<file path="src/rtl/rpn_pkg.sv">
// Shared definitions for the RPN sequencer: default sizes, opcodes and FSM state encoding.
package rpn_pkg;

  localparam int DEF_WIDTH = 8;
  localparam int DEF_DEPTH = 8;

  localparam logic [2:0] OP_PUSH = 3'b000;
  localparam logic [2:0] OP_ADD  = 3'b001;
  localparam logic [2:0] OP_SUB  = 3'b010;
  localparam logic [2:0] OP_AND  = 3'b011;
  localparam logic [2:0] OP_OR   = 3'b100;
  localparam logic [2:0] OP_XOR  = 3'b101;

  typedef enum logic [2:0] {
    S_IDLE   = 3'd0,
    S_PUSH   = 3'd1,
    S_POP_B  = 3'd2,
    S_POP_A  = 3'd3,
    S_CAPT_A = 3'd4,
    S_WRITE  = 3'd5,
    S_ERR    = 3'd6
  } state_t;

  function automatic logic is_binop(input logic [2:0] op);
    return (op >= OP_ADD) && (op <= OP_XOR);
  endfunction

endpackage

</file>
<file path="src/rtl/rpn_sequencer_if.sv">
// Command and stack-side signal bundle; slave is the sequencer, master is the host plus stack.
interface rpn_sequencer_if #(
  parameter int WIDTH = rpn_pkg::DEF_WIDTH
) ();

  logic             cmd_valid;
  logic             cmd_ready;
  logic [2:0]       cmd_op;
  logic [WIDTH-1:0] cmd_data;
  logic [WIDTH-1:0] result;
  logic             result_valid;
  logic             error;
  logic             stk_push;
  logic             stk_pop;
  logic [WIDTH-1:0] stk_data_in;
  logic [WIDTH-1:0] stk_data_out;
  logic             stk_empty;

  modport slave (
    input  cmd_valid, cmd_op, cmd_data, stk_data_out, stk_empty,
    output cmd_ready, result, result_valid, error, stk_push, stk_pop, stk_data_in
  );

  modport master (
    output cmd_valid, cmd_op, cmd_data, stk_data_out, stk_empty,
    input  cmd_ready, result, result_valid, error, stk_push, stk_pop, stk_data_in
  );

endinterface

</file>
<file path="src/rtl/rpn_alu.sv">
// Combinational operator for the sequencer; modulo 2^WIDTH, reserved opcodes yield zero.
module rpn_alu
  import rpn_pkg::*;
#(
  parameter int WIDTH = DEF_WIDTH
) (
  input  logic [2:0]       op,
  input  logic [WIDTH-1:0] a,
  input  logic [WIDTH-1:0] b,
  output logic [WIDTH-1:0] y
);

  // Operator select
  always_comb begin
    y = {WIDTH{1'b0}};
    case (op)
      OP_ADD:  y = a + b;
      OP_SUB:  y = a - b;
      OP_AND:  y = a & b;
      OP_OR:   y = a | b;
      OP_XOR:  y = a ^ b;
      default: y = {WIDTH{1'b0}};
    endcase
  end

endmodule

</file>
<file path="src/rtl/rpn_sequencer.sv">
// RPN command sequencer: pushes immediates and evaluates binary ops on an external
// stack with registered pop data, tracking stack depth internally.
module rpn_sequencer
  import rpn_pkg::*;
#(
  parameter int WIDTH = DEF_WIDTH,
  parameter int DEPTH = DEF_DEPTH
) (
  input logic             clk,
  input logic             reset,
  rpn_sequencer_if.slave  bus
);

  localparam int             DW         = $clog2(DEPTH) + 1;
  localparam logic [DW-1:0]  DEPTH_FULL = DW'(DEPTH);
  localparam logic [DW-1:0]  DEPTH_ONE  = DW'(1);
  localparam logic [DW-1:0]  DEPTH_TWO  = DW'(2);

  state_t           state_r;
  logic [DW-1:0]    depth_r;
  logic [2:0]       op_r;
  logic [WIDTH-1:0] a_r;
  logic [WIDTH-1:0] b_r;
  logic [WIDTH-1:0] result_r;
  logic [WIDTH-1:0] stk_data_in_r;
  logic             cmd_ready_r;
  logic             result_valid_r;
  logic             error_r;
  logic             stk_push_r;
  logic             stk_pop_r;
  logic [WIDTH-1:0] alu_a_s;
  logic [WIDTH-1:0] alu_y_s;

  // A is forwarded straight from the stack in CAPT_A so the write-back value can be registered
  always_comb begin
    if (state_r == S_CAPT_A) begin
      alu_a_s = bus.stk_data_out;
    end else begin
      alu_a_s = a_r;
    end
  end

  rpn_alu #(.WIDTH(WIDTH)) u_alu (
    .op (op_r),
    .a  (alu_a_s),
    .b  (b_r),
    .y  (alu_y_s)
  );

  // Sequencer FSM with registered strobes and result
  always_ff @(posedge clk) begin
    if (reset) begin
      state_r        <= S_IDLE;
      depth_r        <= {DW{1'b0}};
      op_r           <= OP_PUSH;
      a_r            <= {WIDTH{1'b0}};
      b_r            <= {WIDTH{1'b0}};
      result_r       <= {WIDTH{1'b0}};
      stk_data_in_r  <= {WIDTH{1'b0}};
      cmd_ready_r    <= 1'b1;
      result_valid_r <= 1'b0;
      error_r        <= 1'b0;
      stk_push_r     <= 1'b0;
      stk_pop_r      <= 1'b0;
    end else begin
      case (state_r)
        S_IDLE: begin
          if (bus.cmd_valid) begin
            cmd_ready_r <= 1'b0;
            op_r        <= bus.cmd_op;
            if (bus.cmd_op == OP_PUSH) begin
              if (depth_r < DEPTH_FULL) begin
                state_r       <= S_PUSH;
                stk_push_r    <= 1'b1;
                stk_data_in_r <= bus.cmd_data;
                depth_r       <= depth_r + DEPTH_ONE;
              end else begin
                state_r <= S_ERR;
                error_r <= 1'b1;
              end
            end else if (is_binop(bus.cmd_op)) begin
              if (depth_r >= DEPTH_TWO) begin
                state_r   <= S_POP_B;
                stk_pop_r <= 1'b1;
              end else begin
                state_r <= S_ERR;
                error_r <= 1'b1;
              end
            end else begin
              state_r <= S_ERR;
              error_r <= 1'b1;
            end
          end
        end
        S_PUSH: begin
          stk_push_r  <= 1'b0;
          cmd_ready_r <= 1'b1;
          state_r     <= S_IDLE;
        end
        S_POP_B: begin
          state_r <= S_POP_A;
        end
        // First pop's data (B, the newer entry) is visible while the second pop is issued
        S_POP_A: begin
          stk_pop_r <= 1'b0;
          b_r       <= bus.stk_data_out;
          state_r   <= S_CAPT_A;
        end
        S_CAPT_A: begin
          a_r            <= bus.stk_data_out;
          stk_push_r     <= 1'b1;
          stk_data_in_r  <= alu_y_s;
          result_r       <= alu_y_s;
          result_valid_r <= 1'b1;
          depth_r        <= depth_r - DEPTH_ONE;
          state_r        <= S_WRITE;
        end
        S_WRITE: begin
          stk_push_r     <= 1'b0;
          result_valid_r <= 1'b0;
          cmd_ready_r    <= 1'b1;
          state_r        <= S_IDLE;
        end
        S_ERR: begin
          error_r     <= 1'b0;
          cmd_ready_r <= 1'b1;
          state_r     <= S_IDLE;
        end
        default: begin
          stk_push_r     <= 1'b0;
          stk_pop_r      <= 1'b0;
          result_valid_r <= 1'b0;
          error_r        <= 1'b0;
          cmd_ready_r    <= 1'b1;
          state_r        <= S_IDLE;
        end
      endcase
    end
  end

  assign bus.cmd_ready    = cmd_ready_r;
  assign bus.result       = result_r;
  assign bus.result_valid = result_valid_r;
  assign bus.error        = error_r;
  assign bus.stk_push     = stk_push_r;
  assign bus.stk_pop      = stk_pop_r;
  assign bus.stk_data_in  = stk_data_in_r;

endmodule

</file>
<file path="src/flat_wrapper.sv">
// flat-port wrapper written by rule: the top's interface ports become plain ports
module rpn_sequencer_flat import rpn_pkg::*;
#(
  parameter int WIDTH = DEF_WIDTH,
  parameter int DEPTH = DEF_DEPTH
)
  (clk, reset, bus_cmd_valid, bus_cmd_op, bus_cmd_data, bus_stk_data_out, bus_stk_empty, bus_cmd_ready, bus_result, bus_result_valid, bus_error, bus_stk_push, bus_stk_pop, bus_stk_data_in);
  rpn_sequencer_if #(.WIDTH(WIDTH)) bus_i ();
  input logic clk;
  input logic reset;
  input wire logic [$bits(bus_i.cmd_valid)-1:0] bus_cmd_valid;
  input wire logic [$bits(bus_i.cmd_op)-1:0] bus_cmd_op;
  input wire logic [$bits(bus_i.cmd_data)-1:0] bus_cmd_data;
  input wire logic [$bits(bus_i.stk_data_out)-1:0] bus_stk_data_out;
  input wire logic [$bits(bus_i.stk_empty)-1:0] bus_stk_empty;
  output wire logic [$bits(bus_i.cmd_ready)-1:0] bus_cmd_ready;
  output wire logic [$bits(bus_i.result)-1:0] bus_result;
  output wire logic [$bits(bus_i.result_valid)-1:0] bus_result_valid;
  output wire logic [$bits(bus_i.error)-1:0] bus_error;
  output wire logic [$bits(bus_i.stk_push)-1:0] bus_stk_push;
  output wire logic [$bits(bus_i.stk_pop)-1:0] bus_stk_pop;
  output wire logic [$bits(bus_i.stk_data_in)-1:0] bus_stk_data_in;
  assign bus_i.cmd_valid = bus_cmd_valid;
  assign bus_i.cmd_op = bus_cmd_op;
  assign bus_i.cmd_data = bus_cmd_data;
  assign bus_i.stk_data_out = bus_stk_data_out;
  assign bus_i.stk_empty = bus_stk_empty;
  assign bus_cmd_ready = bus_i.cmd_ready;
  assign bus_result = bus_i.result;
  assign bus_result_valid = bus_i.result_valid;
  assign bus_error = bus_i.error;
  assign bus_stk_push = bus_i.stk_push;
  assign bus_stk_pop = bus_i.stk_pop;
  assign bus_stk_data_in = bus_i.stk_data_in;
  rpn_sequencer #(.WIDTH(WIDTH), .DEPTH(DEPTH)) u_core (.clk(clk), .reset(reset), .bus(bus_i));
endmodule
</file>
<file path="config.mk">
export PLATFORM = sky130hd
export DESIGN_NAME = rpn_sequencer_flat
export DESIGN_NICKNAME = d
export VERILOG_FILES = /design/src/rtl/rpn_pkg.sv /design/src/rtl/rpn_sequencer_if.sv /design/src/rtl/rpn_alu.sv /design/src/rtl/rpn_sequencer.sv /design/src/flat_wrapper.sv
export SDC_FILE = /design/constraint.sdc
export NUM_CORES = 1
export LEC_CHECK = 0
export CORE_MARGIN = 5
export CORE_UTILIZATION = 50
export DETAILED_ROUTE_END_ITERATION = 16
export PLACE_DENSITY_LB_ADDON = 0.25
export REMOVE_ABC_BUFFERS = 1
export SYNTH_ARGS = -nofsm -noshare
export SYNTH_HDL_FRONTEND = slang
export SYNTH_SLANG_ARGS = --single-unit
</file>
<file path="constraint.sdc">
create_clock -name clk -period 3 [get_ports clk]
set_input_delay 0.45 -clock clk [delete_from_list [all_inputs] [get_ports clk]]
set_output_delay 0.45 -clock clk [all_outputs]
set_load 0.03 [all_outputs]
</file>
==> run_results.csv <==
group,metric,value,unit
finish,drive_above_1_share,0.0885,
placement,place_congestion,0.871,
worst_setup_path,slowest_stage,"or4b_4",
worst_setup_path,cp-start-kind,"flip-flop",
global_routing,grt_util_all_layers,0.200,
status,status,"finished, final reports clean",
sta,tightest_slew,0.779,ns
sta,finClkSkew,0.0129,ns
sta,rsz0062_at_grt,"false",
drt,drt-total-wl,7530,um
clock_network,postCtsResizedCells,0,
synth,async_flop_share,0,
synth,synth_top_area_frac,0.308,
power,power,0.00346,W
clock_network,cts_buffers,5,
placement,dp_hpwl,5630,um
clock_network,htreeDepth,2,
worst_setup_path,critical_path.max_fanout,7,
drt,drtIter0Drc,134,
synth,synth_seq_cells,47,
worst_setup_path,slowest_delay,0.50,ns
finish,multiInputGateArea,1960,sq um
worst_setup_path,crit_arrival,2.99,ns
floorplan,rows,28,
finish,final_nets,474,
power,power.density,922,nW/um^2
finish,n_antenna_cell,0,
run,maxCapViolCount,0,
global_routing,grtUsageMet2,0.318,
global_routing,grt_pass1_wl,12200,um
floorplan,core_region_area,5920,sq um
global_routing,first_global_vias,2618,
worst_setup_path,critPathKind,"flip-flop to flip-flop",
sta,period_needed,2.78,ns
global_routing,grt_max_degree,50,
floorplan,io_pins,44,
finish,final_util,0.633,
synth,avgSynthCellArea,8.36,sq um
min_path,whs_path_depth,2,
sta,tns,0,ns
clock_network,clock_path_buffers,2,
global_routing,grtUsageMet3,0.0423,
worst_setup_path,ff2ff_path_depth,12,
clock_network,clk_pin_slew,0.10,ns
global_routing,overflow,0,
synth,synth-seq-area-share,0.308,
sta,setup_viol,0,
sta,relSlewSlack,0.476,
global_routing,antenna_found_initial,0,
worst_setup_path,crit_chain,"inv_1 -> ha_1 -> nand2_4 -> buf_4 -> mux2i_1 -> inv_1 -> ha_1 -> a21o_1 -> nand3_1 -> nand3_1 -> or4b_4 -> o311ai_1",
worst_setup_path,worstPathRequired,3.21,ns
clock_network,insertion_delay,0.31,ns
global_routing,use_met1,0.266,
clock_network,cts_root_buf,"clkbuf_8",
clock_network,cts-hold-fix-buffers,0,
clock_network,cts_sinks,47,
drt,postRouteAntennaNets,0,
sta,max_freq,359,MHz
synth,post_synth_num_cell_types,60,
placement,dp_slack,0.0638,ns
global_routing,globalRoute.busiestLayer,"met2",
synth,synth_top_area_cell,"dfxtp_1",
finish,finalInstanceArea,3750,sq um
synth,synth_flop_cell,"dfxtp_1",
sta,finalHoldViolations,0,
clock_network,cts_tree,"done",
floorplan,start_util,0.516,
sta,slew_violations,0,
drt,vias,2776,
synth,synth_edf_count,0,
sta,fin_crit_sh,0.927,
finish,fillCellCount,531,
floorplan,die_y,88.2,um
power,power_leakage,1.62,nW
synth,syn_inst,366,
sta,fin_ws,0.218,ns
placement,place_area,3630,sq um
synth,yosysWarnings,0,
drt,via_per_inst,5.63,
worst_setup_path,cp-end-kind,"flip-flop",
finish,synthToLayoutAreaGrowth,22.6,%
floorplan,dieArea,7780,sq um
finish,seq_area,941,sq um
drt,firstDrtPassIters,4,
placement,portBuffers,42,
floorplan,die_x,88.2,um
drt,routedWlPerCell,15.3,um
synth,ys_top_cells_by_area,"dfxtp_1 31%, ha_1 13%, a21oi_1 5.2%",
min_path,hold_class,"flip-flop to flip-flop",
clock_network,post_cts_buffers,0,
synth,syn-cell-area,3060,sq um
power,vdd_drop_max,411,uV
drt,drc,0,
[power by group]
part / total (W) / switching, W / internal [W]
Combinational: 0.00210 / 0.00119 / 0.000911
Sequential: 0.000873 / 0.000102 / 0.000770
Clock: 0.000483 / 0.000234 / 0.000249
Total: 0.00346 / 0.00153 / 0.00193
[cells in the final DEF (no fill, tap or decap), types with 3 or more instances in the layout]
master            n
o211ai_1          5
nand2b_1          7
nor2_1           38
nand3b_1          4
nand2_1          37
ha_1             32
mux2i_1          11
o21ai_0          11
a22o_1            3
dfxtp_1          47
o21a_1            3
nand3_1           4
a211oi_1         11
inv_1            24
a211o_1           3
clkdlybuf4s50_1  42
a21oi_1          32
buf_4            18
nor3_1            7
xnor2_1           9
clkbuf_8          5
a21o_1            4
o21bai_1          5
nor2b_1           6
[worst max-delay path, delay by kind of cell (launching register included)]
family | cells | cell delay [ns]
and+or+nand+nor | 4 | 0.84
DFF | 1 | 0.34
buffers and inverters | 3 | 0.35
AOI/OAI and AO/OA | 2 | 0.32
muxes | 1 | 0.23
adders and majority gates | 2 | 0.59
[routing by layer]
layer,share of wire,wire (um)
met5,0,0
met4,0.021,160
met3,0.057,430
met2,0.46,3440
met1,0.46,3500
[cell families after synthesis]
| kind of cell | after synthesis | synth area share |
|---|---|---|
| fa+ha+maj | 34 | 0.144 |
| xor+xnor | 10 | 0.0286 |
| flops | 47 | 0.308 |
| buf+inv | 40 | 0.0548 |
| mux | 12 | 0.0397 |
| compound gates | 103 | 0.229 |
| simple gates | 120 | 0.196 |
[Yosys cell counts (4+ instances only)]
cell,count
buf_2,5
nand3_1,4
o21bai_1,5
a211oi_1,11
mux2i_1,11
a21o_1,4
nor3_1,7
nand3b_1,4
xnor2_1,9
nor2_1,38
clkbuf_1,9
nand2_1,38
nand2b_1,7
o211ai_1,5
ha_1,32
o21ai_0,11
dfxtp_1,47
inv_1,24
nor2b_1,6
a21oi_1,32
[layout make-up]
class / count / share of cell area
clock buffers: 5 / 0.0184
clock inverters: 3 / 0.0117
inverters: 24 / 0.0240
multi-input cells: 279 / 0.522
flip-flops and latches: 47 / 0.251
well taps: 75 / 0.0250
repair buffers: 60 / 0.148
[worst paths after layout]
check,start,end,slack [ns]
worst max-delay path,u_core.state_r[0]$_SDFFE_PP0N_,u_core.bus.result[7]$_SDFFE_PP0P_,0.22
worst min-delay path,u_core.bus.result[4]$_SDFFE_PP0P_,u_core.bus.result[4]$_SDFFE_PP0P_,0.47
worst max register to register,u_core.state_r[0]$_SDFFE_PP0N_,u_core.bus.result[7]$_SDFFE_PP0P_,0.22
worst min register to register,u_core.bus.result[4]$_SDFFE_PP0P_,u_core.bus.result[4]$_SDFFE_PP0P_,0.47
[per-stage QoR]
stage | instances | hold WS [ns]
global route | 493 | 0.503
finish | 493 | 0.466
floorplan | 350 | 0.443
CTS | 493 | 0.472
detailed placement | 485 | 0.458
global placement | 485 | 0.445
[flip-flops by register name, indices dropped and copies added (netlist names)]
name	count
u_core.bus.cmd_ready	1
u_core.bus.stk_push	1
u_core.state_r	3
u_core.bus.result_valid	1
u_core.a_r	8
u_core.bus.error	1
u_core.bus.stk_pop	1
u_core.bus.stk_data_in	8
u_core.depth_r	4
u_core.op_r	3
u_core.b_r	8
u_core.bus.result	8
(Power assumes the default switching activity.)
